===== config.mk =====
export PLATFORM = sky130hd
export DESIGN_NAME = weight_loader
export DESIGN_NICKNAME = d
export VERILOG_FILES = /design/src/rtl/weight_loader.sv
export SDC_FILE = /design/constraint.sdc
export NUM_CORES = 1
export LEC_CHECK = 0
export ABC_AREA = 1
export BUFFER_PORTS_ARGS = -buffer_cell sky130_fd_sc_hd__buf_2
export CAP_MARGIN = 20
export CORE_ASPECT_RATIO = 1.1
export CORE_MARGIN = 1.5
export CORE_UTILIZATION = 45
export DETAILED_ROUTE_END_ITERATION = 8
export HOLD_SLACK_MARGIN = 0.12
export PLACE_DENSITY_LB_ADDON = 0.05
export SLEW_MARGIN = 20
export SYNTH_ARGS = -nofsm -noshare
export SYNTH_HDL_FRONTEND = slang
export SYNTH_SLANG_ARGS = --single-unit

===== constraint.sdc =====
create_clock -name clk -period 1.8 [get_ports clk]
set_clock_uncertainty 0.05 [all_clocks]
set_input_delay 0.54 -clock clk [delete_from_list [all_inputs] [get_ports clk]]
set_output_delay 0.54 -clock clk [all_outputs]
set_load 0.1 [all_outputs]

===== src/rtl/weight_loader.sv =====
// weight_loader: streams weight bytes over valid/ready into the 32-entry weight
// memory write port, starting at a range-checked base address.
// Optional feature: define WEIGHT_LOADER_CHECKSUM_EN to add the running byte-sum
// output `checksum`.
module weight_loader #(
    parameter int unsigned ADDR_W    = 13,
    parameter int unsigned DATA_W    = 8,
    parameter int unsigned MEM_DEPTH = 32
) (
    input  logic              clk,
    input  logic              reset,
    input  logic              start,
    input  logic [ADDR_W-1:0] base_addr,
    input  logic [5:0]        length,
    input  logic              abort,
    input  logic              in_valid,
    input  logic [DATA_W-1:0] in_data,
    output logic              in_ready,
    output logic              mem_we,
    output logic [ADDR_W-1:0] mem_addr,
    output logic [DATA_W-1:0] mem_wdata,
    output logic              busy,
    output logic              done,
    output logic              err
`ifdef WEIGHT_LOADER_CHECKSUM_EN
    ,
    output logic [7:0]        checksum
`endif
);

    localparam int unsigned LEN_W = 6;
    localparam int unsigned CHK_W = ADDR_W + 1;

    typedef enum logic [1:0] {
        IDLE   = 2'd0,
        LOAD   = 2'd1,
        FINISH = 2'd2
    } state_t;

    state_t            state;
    logic [ADDR_W-1:0] ptr;
    logic [LEN_W-1:0]  remaining;
    logic [CHK_W-1:0]  end_addr;
    logic              range_bad;
    logic              hs;

    // Command range check is done one bit wider than the address so it cannot wrap.
    assign end_addr  = CHK_W'(base_addr) + CHK_W'(length);
    assign range_bad = end_addr > CHK_W'(MEM_DEPTH);
    assign hs        = in_valid && in_ready;

    // Load sequencer: command acceptance, registered memory writes and status pulses.
    always_ff @(posedge clk or negedge reset) begin
        if (!reset) begin
            state     <= IDLE;
            ptr       <= '0;
            remaining <= '0;
            in_ready  <= 1'b0;
            mem_we    <= 1'b0;
            mem_addr  <= '0;
            mem_wdata <= '0;
            busy      <= 1'b0;
            done      <= 1'b0;
            err       <= 1'b0;
`ifdef WEIGHT_LOADER_CHECKSUM_EN
            checksum  <= '0;
`endif
        end else begin
            mem_we <= 1'b0;
            done   <= 1'b0;
            err    <= 1'b0;
            case (state)
                IDLE: begin
                    if (start) begin
                        if (range_bad) begin
                            err <= 1'b1;
                        end else if (length == '0) begin
                            state <= FINISH;
                            done  <= 1'b1;
`ifdef WEIGHT_LOADER_CHECKSUM_EN
                            checksum <= '0;
`endif
                        end else begin
                            state     <= LOAD;
                            ptr       <= base_addr;
                            remaining <= length;
                            in_ready  <= 1'b1;
                            busy      <= 1'b1;
`ifdef WEIGHT_LOADER_CHECKSUM_EN
                            checksum  <= '0;
`endif
                        end
                    end
                end
                LOAD: begin
                    if (abort) begin
                        // A byte offered alongside abort is dropped.
                        state    <= IDLE;
                        in_ready <= 1'b0;
                        busy     <= 1'b0;
                    end else if (hs) begin
                        mem_we    <= 1'b1;
                        mem_addr  <= ptr;
                        mem_wdata <= in_data;
                        remaining <= remaining - LEN_W'(1);
`ifdef WEIGHT_LOADER_CHECKSUM_EN
                        checksum  <= checksum + 8'(in_data);
`endif
                        if (remaining == LEN_W'(1)) begin
                            // Pointer is left on the last address so it never leaves the memory.
                            state    <= FINISH;
                            done     <= 1'b1;
                            in_ready <= 1'b0;
                            busy     <= 1'b0;
                        end else begin
                            ptr <= ptr + ADDR_W'(1);
                        end
                    end
                end
                FINISH: begin
                    state <= IDLE;
                end
                default: begin
                    state    <= IDLE;
                    in_ready <= 1'b0;
                    busy     <= 1'b0;
                end
            endcase
        end
    end

endmodule


# ---- Word level (Yosys, flattened, before mapping)
# Cells that the tools add are included.
dict set report totals {
  reg_bits 46
  latch_bits 0
  mem_bits_rw 0
  rom_bits 0
  out_inout_bits 26
  mem_count 0
}
dict set report op_classes {
  add_sub_neg 3
  n_mul 0
  div 0
  order_cmp 1
  eq_ne 11
  shift 0
  mux 40
  bitwise_logic 2
  n_reduce_logical 9
}
# op n
set op_table {}
lappend op_table {{$mux 13} 6}
lappend op_table {{$mux 6} 5}
lappend op_table {{$pmux 13 s2} 1}
lappend op_table {{$mux 1} 18}
lappend op_table {{$add 13x6->14} 1}
lappend op_table {{$gt 14x6->1 const B} 1}
lappend op_table {{$add 13x1->13 const B} 1}
lappend op_table {{$mux 2} 6}
lappend op_table {{$ne 2x2->1 const B} 6}
lappend op_table {{$pmux 6 s2} 1}
lappend op_table {{$reduce_and 6->1} 2}
lappend op_table {{$reduce_and 7->1} 1}
lappend op_table {{$eq 6x1->1 const B} 1}
lappend op_table {{$logic_not 6->1} 1}
lappend op_table {{$ne 3x3->1 const B} 2}
lappend op_table {{$sub 6x1->6 const B} 1}
lappend op_table {{$pmux 2 s2} 1}
lappend op_table {{$reduce_and 4->1} 1}
lappend op_table {{$pmux 1 s3} 1}
lappend op_table {{$reduce_and 3->1} 1}
lappend op_table {{$eq 2x1->1 const B} 1}
lappend op_table {{$eq 2x2->1 const B} 1}
lappend op_table {{$logic_not 2->1} 1}
lappend op_table {{$not 1->1} 2}
lappend op_table {{other kinds (3)} 3}

# ---- Depth between registers and ports, before layout
# Gate-level depths: netlist of the first run.
dict set report logic_depth {
  word_depth 5
  depth_mapped 19
  mapped_depth_nobuf 18
}

# ---- Worst setup path after synthesis of the first run
# OpenSTA, ideal clock, no wires.
dict set report synth_path {
  kind {input-to-reg}
  start {input base_addr[0]}
  end {register remaining[0]}
  setup_time_ns 0.117
  t_arrival_ns 2.265
  path_slack_ns -0.631
  path_stages 18
  path_buffers 1
  cell_sequence {ha_1 inv_1 fa_1 inv_1 nand3_1 nand2_1 nand2_1 nand2_2 nand2_1 nand2_1 nand3_2 nor2_4 nand3_4 nand2_4 buf_6 nand2_4 nand2_1 nand2_1}
}
dict set report synth_between {
  elab_chain_len 4
}
# element line_no
set synth_lines {}
lappend synth_lines {{start: declaration} 13} ;# input logic [ADDR_W-1:0] base_addr,
lappend synth_lines {{$add 13x6->14} 48} ;# assign end_addr = CHK_W'(base_addr) + CHK_W'(length);
lappend synth_lines {{$gt 14x6->1} 49} ;# assign range_bad = end_addr > CHK_W'(MEM_DEPTH);
lappend synth_lines {{$ne 2x2->1 (no line)} --}
lappend synth_lines {{$reduce_and 6->1 (no line)} --}
lappend synth_lines {{end signal: assignment} 86} ;# remaining <= length;
lappend synth_lines {{end signal: assignment} 105} ;# remaining <= remaining - LEN_W'(1);
lappend synth_lines {{end: declaration} 42} ;# logic [LEN_W-1:0] remaining;
# Every way passes these cells.
# A chain may end at the register's enable or synchronous reset.

# ---- Final worst setup path of the first run
dict set report layout_path {
  start {input length[0]}
  end {register ptr[2]}
}
dict set report layout_between {
  elab_chain_len 4
}
# element line_no
set layout_lines {}
lappend layout_lines {{start: declaration} 14} ;# input logic [5:0] length,
lappend layout_lines {{$add 13x6->14} 48}
lappend layout_lines {{$gt 14x6->1} 49}
lappend layout_lines {{$ne 2x2->1 (no line)} --}
lappend layout_lines {{$reduce_and 7->1 (no line) (*)} --}
lappend layout_lines {{end signal: assignment} 85} ;# ptr <= base_addr;
lappend layout_lines {{end signal: assignment} 116} ;# ptr <= ptr + ADDR_W'(1);
lappend layout_lines {{end: declaration} 41} ;# logic [ADDR_W-1:0] ptr;
# Mark *: on every way between the ends. The rest lies on a longest branch, timed or not.

==> results of run 1 <==
per-stage QoR:
stage                     hold WS [ns]  TNS, ns
after global placement          0.3999   -18.82
final                           0.3898   -10.29
after detailed placement        0.4031   -19.79
after floorplan                 0.1944   -13.57
after global routing            0.3719   -14.12
after CTS                       0.3796   -10.33
layout make-up:
cell class / count / area [um^2]
Inverter: 50 / 187.7
Fill cell: 599 / 2188
Sequential cell: 46 / 1152
Clock inverter: 3 / 68.82
Timing Repair Buffer: 106 / 721.9
Clock buffer: 5 / 68.82
Tap cell: 80 / 100.1
Multi-Input combinational cell: 312 / 1780
state kept, by name, summed over array words and instances (netlist names), 2 cells and up:
register and count:
mem_wdata 8, mem_addr 13, ptr 13, state 2, remaining 6
metal layers:
| metal | up-vias | GRT usage | share of wire |
|---|---|---|---|
| li1 | 1535 | - | - |
| met4 | 0 | 0.05016 | 0.011 |
| met5 | - | 0 | 0 |
| met1 | 1370 | 0.2835 | 0.45 |
| met3 | 9 | 0.03750 | 0.052 |
| met2 | 80 | 0.3552 | 0.48 |
power by group:
group          switching [W]  internal, W  total (W)
Clock               0.000351     0.000556   0.000907
Sequential          0.000305      0.00141    0.00172
Combinational        0.00259     0.000949    0.00354
cells in the final DEF (no fill, tap or decap), types with 5 or more instances in the layout:
cell      netlist  layout
nor3_1          5       5
buf_2           1      55
nor2_1         27      26
dfrtp_1        46      45
inv_1          44      42
inv_2           5       7
xor2_1          6       6
o21ai_1        12      12
nand2_1       152     144
o21ai_0        18      18
nand3_1        41      21
buf_4           1      44
clkbuf_8        0       5
nand2_2         3      10
nand3_2         2      22
ha_1            9       5
synth_stat cells, types with 2 or more instances:
library cell	instances
a21oi_1	4
a31oi_1	4
buf_6	3
clkbuf_1	6
dfrtp_1	46
ha_1	9
inv_1	44
inv_2	5
nand2_1	152
nand2_2	3
nand2_4	3
nand3_1	41
nand3_2	2
nand3b_1	3
nand4_1	4
nor2_1	27
nor2_2	2
nor2_4	2
nor3_1	5
o21ai_0	18
o21ai_1	12
o22ai_1	2
o31ai_1	2
or2_1	2
xnor2_1	2
xor2_1	6
critical path: cells and delay by family:
family	cells	cell delay, ns
buffers and inverters	4	0.36
AND/OR/NAND/NOR	12	1.10
adder cells (fa/ha/maj)	2	0.49
cells by family (layout without fill, tap and decap cells):
kind of cell / count (synthesis) / after routing / share of synthesized area
and+or+nand+nor: 249 / 250 / 0.3731
xor gates and xnor gates: 8 / 8 / 0.02369
adders and majority gates: 10 / 10 / 0.04484
buffers and inverters: 62 / 164 / 0.08798
DFF: 46 / 46 / 0.3892
AOI/OAI and AO/OA: 44 / 44 / 0.08122
worst max path at each step:
| stage | cells after the start | endpoint |
|---|---|---|
| finish | 18 | ptr[2] |
| global route | 18 | ptr[1] |
| CTS | 17 | ptr[7] |
| detailed placement | 18 | ptr[7] |
| global placement | 17 | ptr[1] |
| floorplan | 17 | remaining[0] |
timing repair:
action                                  CTS  global route
setup buffers                             0             1
cloned                                    0             2
pin swaps                                 8            24
endpoints found under the setup margin   24            24
hold buffers                              1             0
endpoints found under the hold margin    12             0
gates resized for setup                  19            28
==> results.yml, run 1 <==
synthesis:
  avgSynthCellArea_um2: 7.059
  syn-cell-area_um2: 2958
  synth_cells: 419
  synth_fp_nets: 461
  yosys_warnings: 0
  synthFlopType: "dfrtp_1"
  synth_top_area_frac: 0.3892
  synth_top_cell_by_area: "dfrtp_1"
  seq_area_frac_synth: 0.3892
  synth_seq_cells: 46
  synth_edf_count: 0
  yosys-top-cells-area: "dfrtp_1 (39%), nand2_1 (19%), nand3_1 (6.9%)"
  async_reset_ff_frac: 1.000
  synth_cell_types: 36
timing:
  fin_crit_sh: 1.266
  finalHoldViolations: 0
  min_period_ns: 2.279
  final-setup-viol-count: 24
  max_freq_ghz: 0.4388
  tightest_slew_ns: 0.5314
  maxSlewViolCount: 0
  rsz0062_at_grt: "true"
  layout_setup_ws_ns: -0.4791
  max_slew_margin: 0.6457
global_route:
  grt_max_degree: 35
  grt_pass1_vias: 2621
  grt_pass1_wl_um: 11710
  grt_overflow: 0
  antenna_found_initial: 0
  gr-usage-all-layers: 0.2113
worst_setup_path:
  rr_worst_depth: 8
  slowest_stage: "fa_2"
  r2r_end: "ptr[7]"
  critPathKind: "primary input to flop"
  r2r_start: "remaining[1]"
  path_cells: "buf_8 -> ha_4 -> inv_2 -> fa_2 -> inv_2 -> nand3_2 -> nand2_2 -> nand2_2 -> nand2_2 -> nand2_1 -> nand2_1 -> nand3_2 -> nor2_4 -> nand3_4 -> nand2_8 -> clkbuf_16 -> nand3_1 -> nand2_1"
  worstSetupStartpointType: "primary input"
  setup.worst_path.start: "length[0]"
  critPathRequiredTime_ns: 1.99
  crit_arrival_ns: 2.47
  crit_path_max_fanout: 6
  r2r_slack_ns: -0.08
  worst_setup_path_end_kind: "flop"
  crit_path_max_incr_delay_ns: 0.37
finish:
  fin_nets: 563
  n_antenna_cell: 0
  syn_to_final_growth_pct: 37.94
  fin_area_um2: 4080
  drive_gt1_frac: 0.3372
  instances_no_fill: 602
  fin_util: 0.6509
floorplan:
  die_area_um2: 7069
  coreArea_um2: 6269
  start_util: 0.4719
  row_count: 30
  ios: 58
  die_y_um: 88.03
  fp.dieW_um: 80.30
place:
  io_buffers: 57
  routabilityCongestion: 0.8273
  hpwl_um: 5380
  place_inst: 590
  place_area_um2: 3657
  place_ws_ns: -0.8637
cts:
  cts_root_buffer: "clkbuf_8"
  insertion_delay_ns: 0.30
  cts_max_level: 2
  cts_tree: "yes"
  cts_sinks: 46
  clk_pin_slew_ns: 0.09
  cts_buffers: 5
  clockBufferDepth: 2
detailed_routing:
  routed_wl_um: 7427
  dr_total_vias: 2994
  drt_iter0_markers: 94
  ant_nets: 0
  avgRoutedWirePerCell_um: 12.34
  drc: 0
  drtPass1Iterations: 4
  viasPerCell: 4.973
pwr:
  p_total_w: 0.006159
  p_per_area_nw_per_um2: 1510
  max-vdd-ir-drop_uv: 1095
  p_leak_nw: 2.159
min_path:
  hold_path_class: "primary input to flop"
  worstHoldPathCells: 3
  holdCritStartpoint: "in_data[2]"
  whs_endpoint: "mem_wdata[2]"
run_status:
  status: "complete, but fails checks"
  violations: "negative setup slack"
flow_run:
  drv_cap: 0
Power figures use the tool's default switching activity.
==> run 2: changes to the inputs <==
--- a/config.mk
+++ b/config.mk
@@ -11,9 +11,10 @@
 export CORE_ASPECT_RATIO = 1.1
 export CORE_MARGIN = 1.5
 export CORE_UTILIZATION = 45
+export CTS_BUF_LIST = sky130_fd_sc_hd__clkbuf_4
 export DETAILED_ROUTE_END_ITERATION = 8
 export HOLD_SLACK_MARGIN = 0.12
-export PLACE_DENSITY_LB_ADDON = 0.05
+export PLACE_DENSITY = 0.67
 export SLEW_MARGIN = 20
 export SYNTH_ARGS = -nofsm -noshare
 export SYNTH_HDL_FRONTEND = slang
==> constraint.sdc (replaced) <==
create_clock -name clk -period 1.8 [get_ports clk]
set_clock_uncertainty 0.05 [all_clocks]
set_input_delay 0.09 -clock clk [delete_from_list [all_inputs] [get_ports clk]]
set_output_delay 0.09 -clock clk [all_outputs]
set_load 0.1 [all_outputs]
==> results.yml, run 2 (synthesis results as in run 1) <==
timing:
  finalHoldViolations: 0
  holdWs_ns: 0.1095
  layout_setup_ws_ns: -0.05411
  min_period_ns: 1.854
  max_freq_ghz: 0.5393
  max_slew_margin: 0.6715
  rsz0062_at_grt: "true"
  maxSlewViolCount: 0
  fin_crit_sh: 1.030
  final-setup-viol-count: 14
  tightest_slew_ns: 0.4927
finish:
  fin_util: 0.6617
  mostFrequentLayoutCell: "nand2_1"
  largestRegisters: "mem_addr x13, ptr x13, mem_wdata x8"
  fin_nets: 575
  final_cell_mix: "nand2_1 (135), buf_2 (55), dfrtp_1 (45)"
  syn_to_final_growth_pct: 40.23
  drive_gt1_frac: 0.3127
worst_setup_path:
  rr_worst_depth: 12
  crit_path_max_incr_delay_ns: 0.35
  path_cells: "buf_8 -> ha_4 -> inv_2 -> fa_2 -> inv_2 -> nand3_2 -> nand2_2 -> nand2_1 -> nand2_2 -> nand2_1 -> nand2_1 -> nand3_2 -> nor2_4 -> nand3_4 -> nand2_8 -> buf_12 -> nand2_4 -> nand2_1 -> nand2_1"
  worstSetupStartpointType: "primary input"
  path_buf_inv: 4
  slowest_stage: "fa_2"
  crit_path_max_fanout: 6
  critPathKind: "primary input to flop"
  worst_setup_path_end_kind: "flop"
  r2r_slack_ns: -0.04
  critPathRequiredTime_ns: 2.01
  r2r_start: "ptr[1]"
  crit_arrival_ns: 2.07
  cpMostUsedCell: "nand2_1"
  path_delay_family: "simple AND/OR/NAND/NOR gates"
  r2r_end: "ptr[10]"
  setup.worst_path.start: "base_addr[0]"
pwr:
  max-vdd-ir-drop_uv: 1157
  p_per_area_nw_per_um2: 1469
  clkPwrFrac: 0.105
  p_seq_frac: 0.288
  power_switching_w: 0.003308
  p_leak_nw: 2.196
  combPwrFrac: 0.607
  netSwitchingFraction: 0.5430
  intPower_w: 0.002784
cts:
  cts_max_level: 2
  clk_pin_slew_ns: 0.14
  cts_tree: "yes"
  cts_buffers: 5
  insertion_delay_ns: 0.35
  cts_sinks: 46
  cts_root_buffer: "clkbuf_4"
  clockBufferDepth: 2
place:
  hpwl_um: 5435
  place_ws_ns: -0.4260
  io_buffers: 57
  routabilityCongestion: 0.9059
detailed_routing:
  drt_iter0_markers: 133
  ant_nets: 0
  routed_wl_um: 7759
  viasPerCell: 4.932
  dr_total_vias: 3033
  drtPass1Iterations: 4
  avgRoutedWirePerCell_um: 12.62
  drc: 0
global_route:
  grt_max_degree: 33
  antenna_found_initial: 1
  gr-usage-all-layers: 0.2267
  grt_pass1_wl_um: 12560
  grt_overflow: 0
  grt_pass1_vias: 2774
min_path:
  whs_endpoint: "ptr[12]"
  hold_path_class: "primary input to flop"
  worstHoldPathCells: 5
  holdCritStartpoint: "base_addr[12]"
floorplan:
  start_util: 0.4719
  fp.dieW_um: 80.30
  ios: 58
  die_y_um: 88.03
  row_count: 30
  die_area_um2: 7069
  coreArea_um2: 6269
run_status:
  status: "complete, but fails checks"
  violations: "negative setup slack"
flow_run:
  drv_cap: 0
## run 2: changes by cell type in the layout (fill, tap and decap cells not counted), sizes merged
cell,change
clkinv,-1
clkinvlp,+1
diode,+1
bufinv,-1
buf,-4
dlygate4sd3,+17
## run 2: per-layer routing
metal | vias to the layer above | part of all wire | global-route usage
met5 | - | 0 | 0
met4 | 0 | 0.015 | 0.07367
met3 | 11 | 0.046 | 0.04063
met2 | 83 | 0.49 | 0.3904
met1 | 1379 | 0.45 | 0.2878
li1 | 1560 | - | -
## run 2: area by class of cell
type	instances	area (um^2)
antenna	1	2.502
clock buffer	6	45.04
clock inverter	2	37.54
fill	563	2121
inverter	50	190.2
multi-input combinational	312	1738
sequential	46	1152
tap	80	100.1
timing repair buffer	118	882.1
## run 2: how the worst max path moves through the flow
stage,end,slack (ns),cells after the start
floorplan,remaining[0],-0.18,17
global placement,ptr[0],-0.38,18
detailed placement,ptr[8],-0.43,18
CTS,ptr[8],-0.02,18
global route,ptr[12],-0.18,12
finish,ptr[2],-0.05,19
## run 2: through the flow
stage               power (W)  instances  setup TNS, ns  cell area [um^2]
floorplan            0.004229        419         -3.153              2974
global placement     0.004880        578         -8.260              3567
detailed placement   0.004976        578         -9.358              3567
CTS                  0.005852        609       -0.03067              3973
global route         0.006490        615         -2.312              4148
finish               0.006093        615        -0.4708              4148
## run 2: power by group through the flow
stage                     registers (W)  clock network [W]  logic, W
after CTS                       0.00172           0.000657   0.00348
final                           0.00175           0.000640   0.00370
after global routing            0.00180           0.000708   0.00398
after detailed placement        0.00174                  0   0.00324
after floorplan                 0.00285                  0   0.00138
after global placement          0.00172                  0   0.00316
## run 2: repair_timing
item | in CTS | in global routing
hold buffers | 17 | 1
setup buffers | 4 | 4
gates resized for setup | 17 | 38
pin swaps | 5 | 18
cloned | 2 | 0
setup endpoints to repair | 19 | 44
endpoints found under the hold margin | 62 | 1
## run 2: worst reg2reg max path: cells and delay by family, from the launching register on
family                   cells  cell delay [ns]
AND/OR/NAND/NOR              7             0.78
flip-flops                   1             0.38
AO/OA/AOI/OAI                2             0.22
adder cells (fa/ha/maj)      1             0.19
buffers and inverters        2             0.17
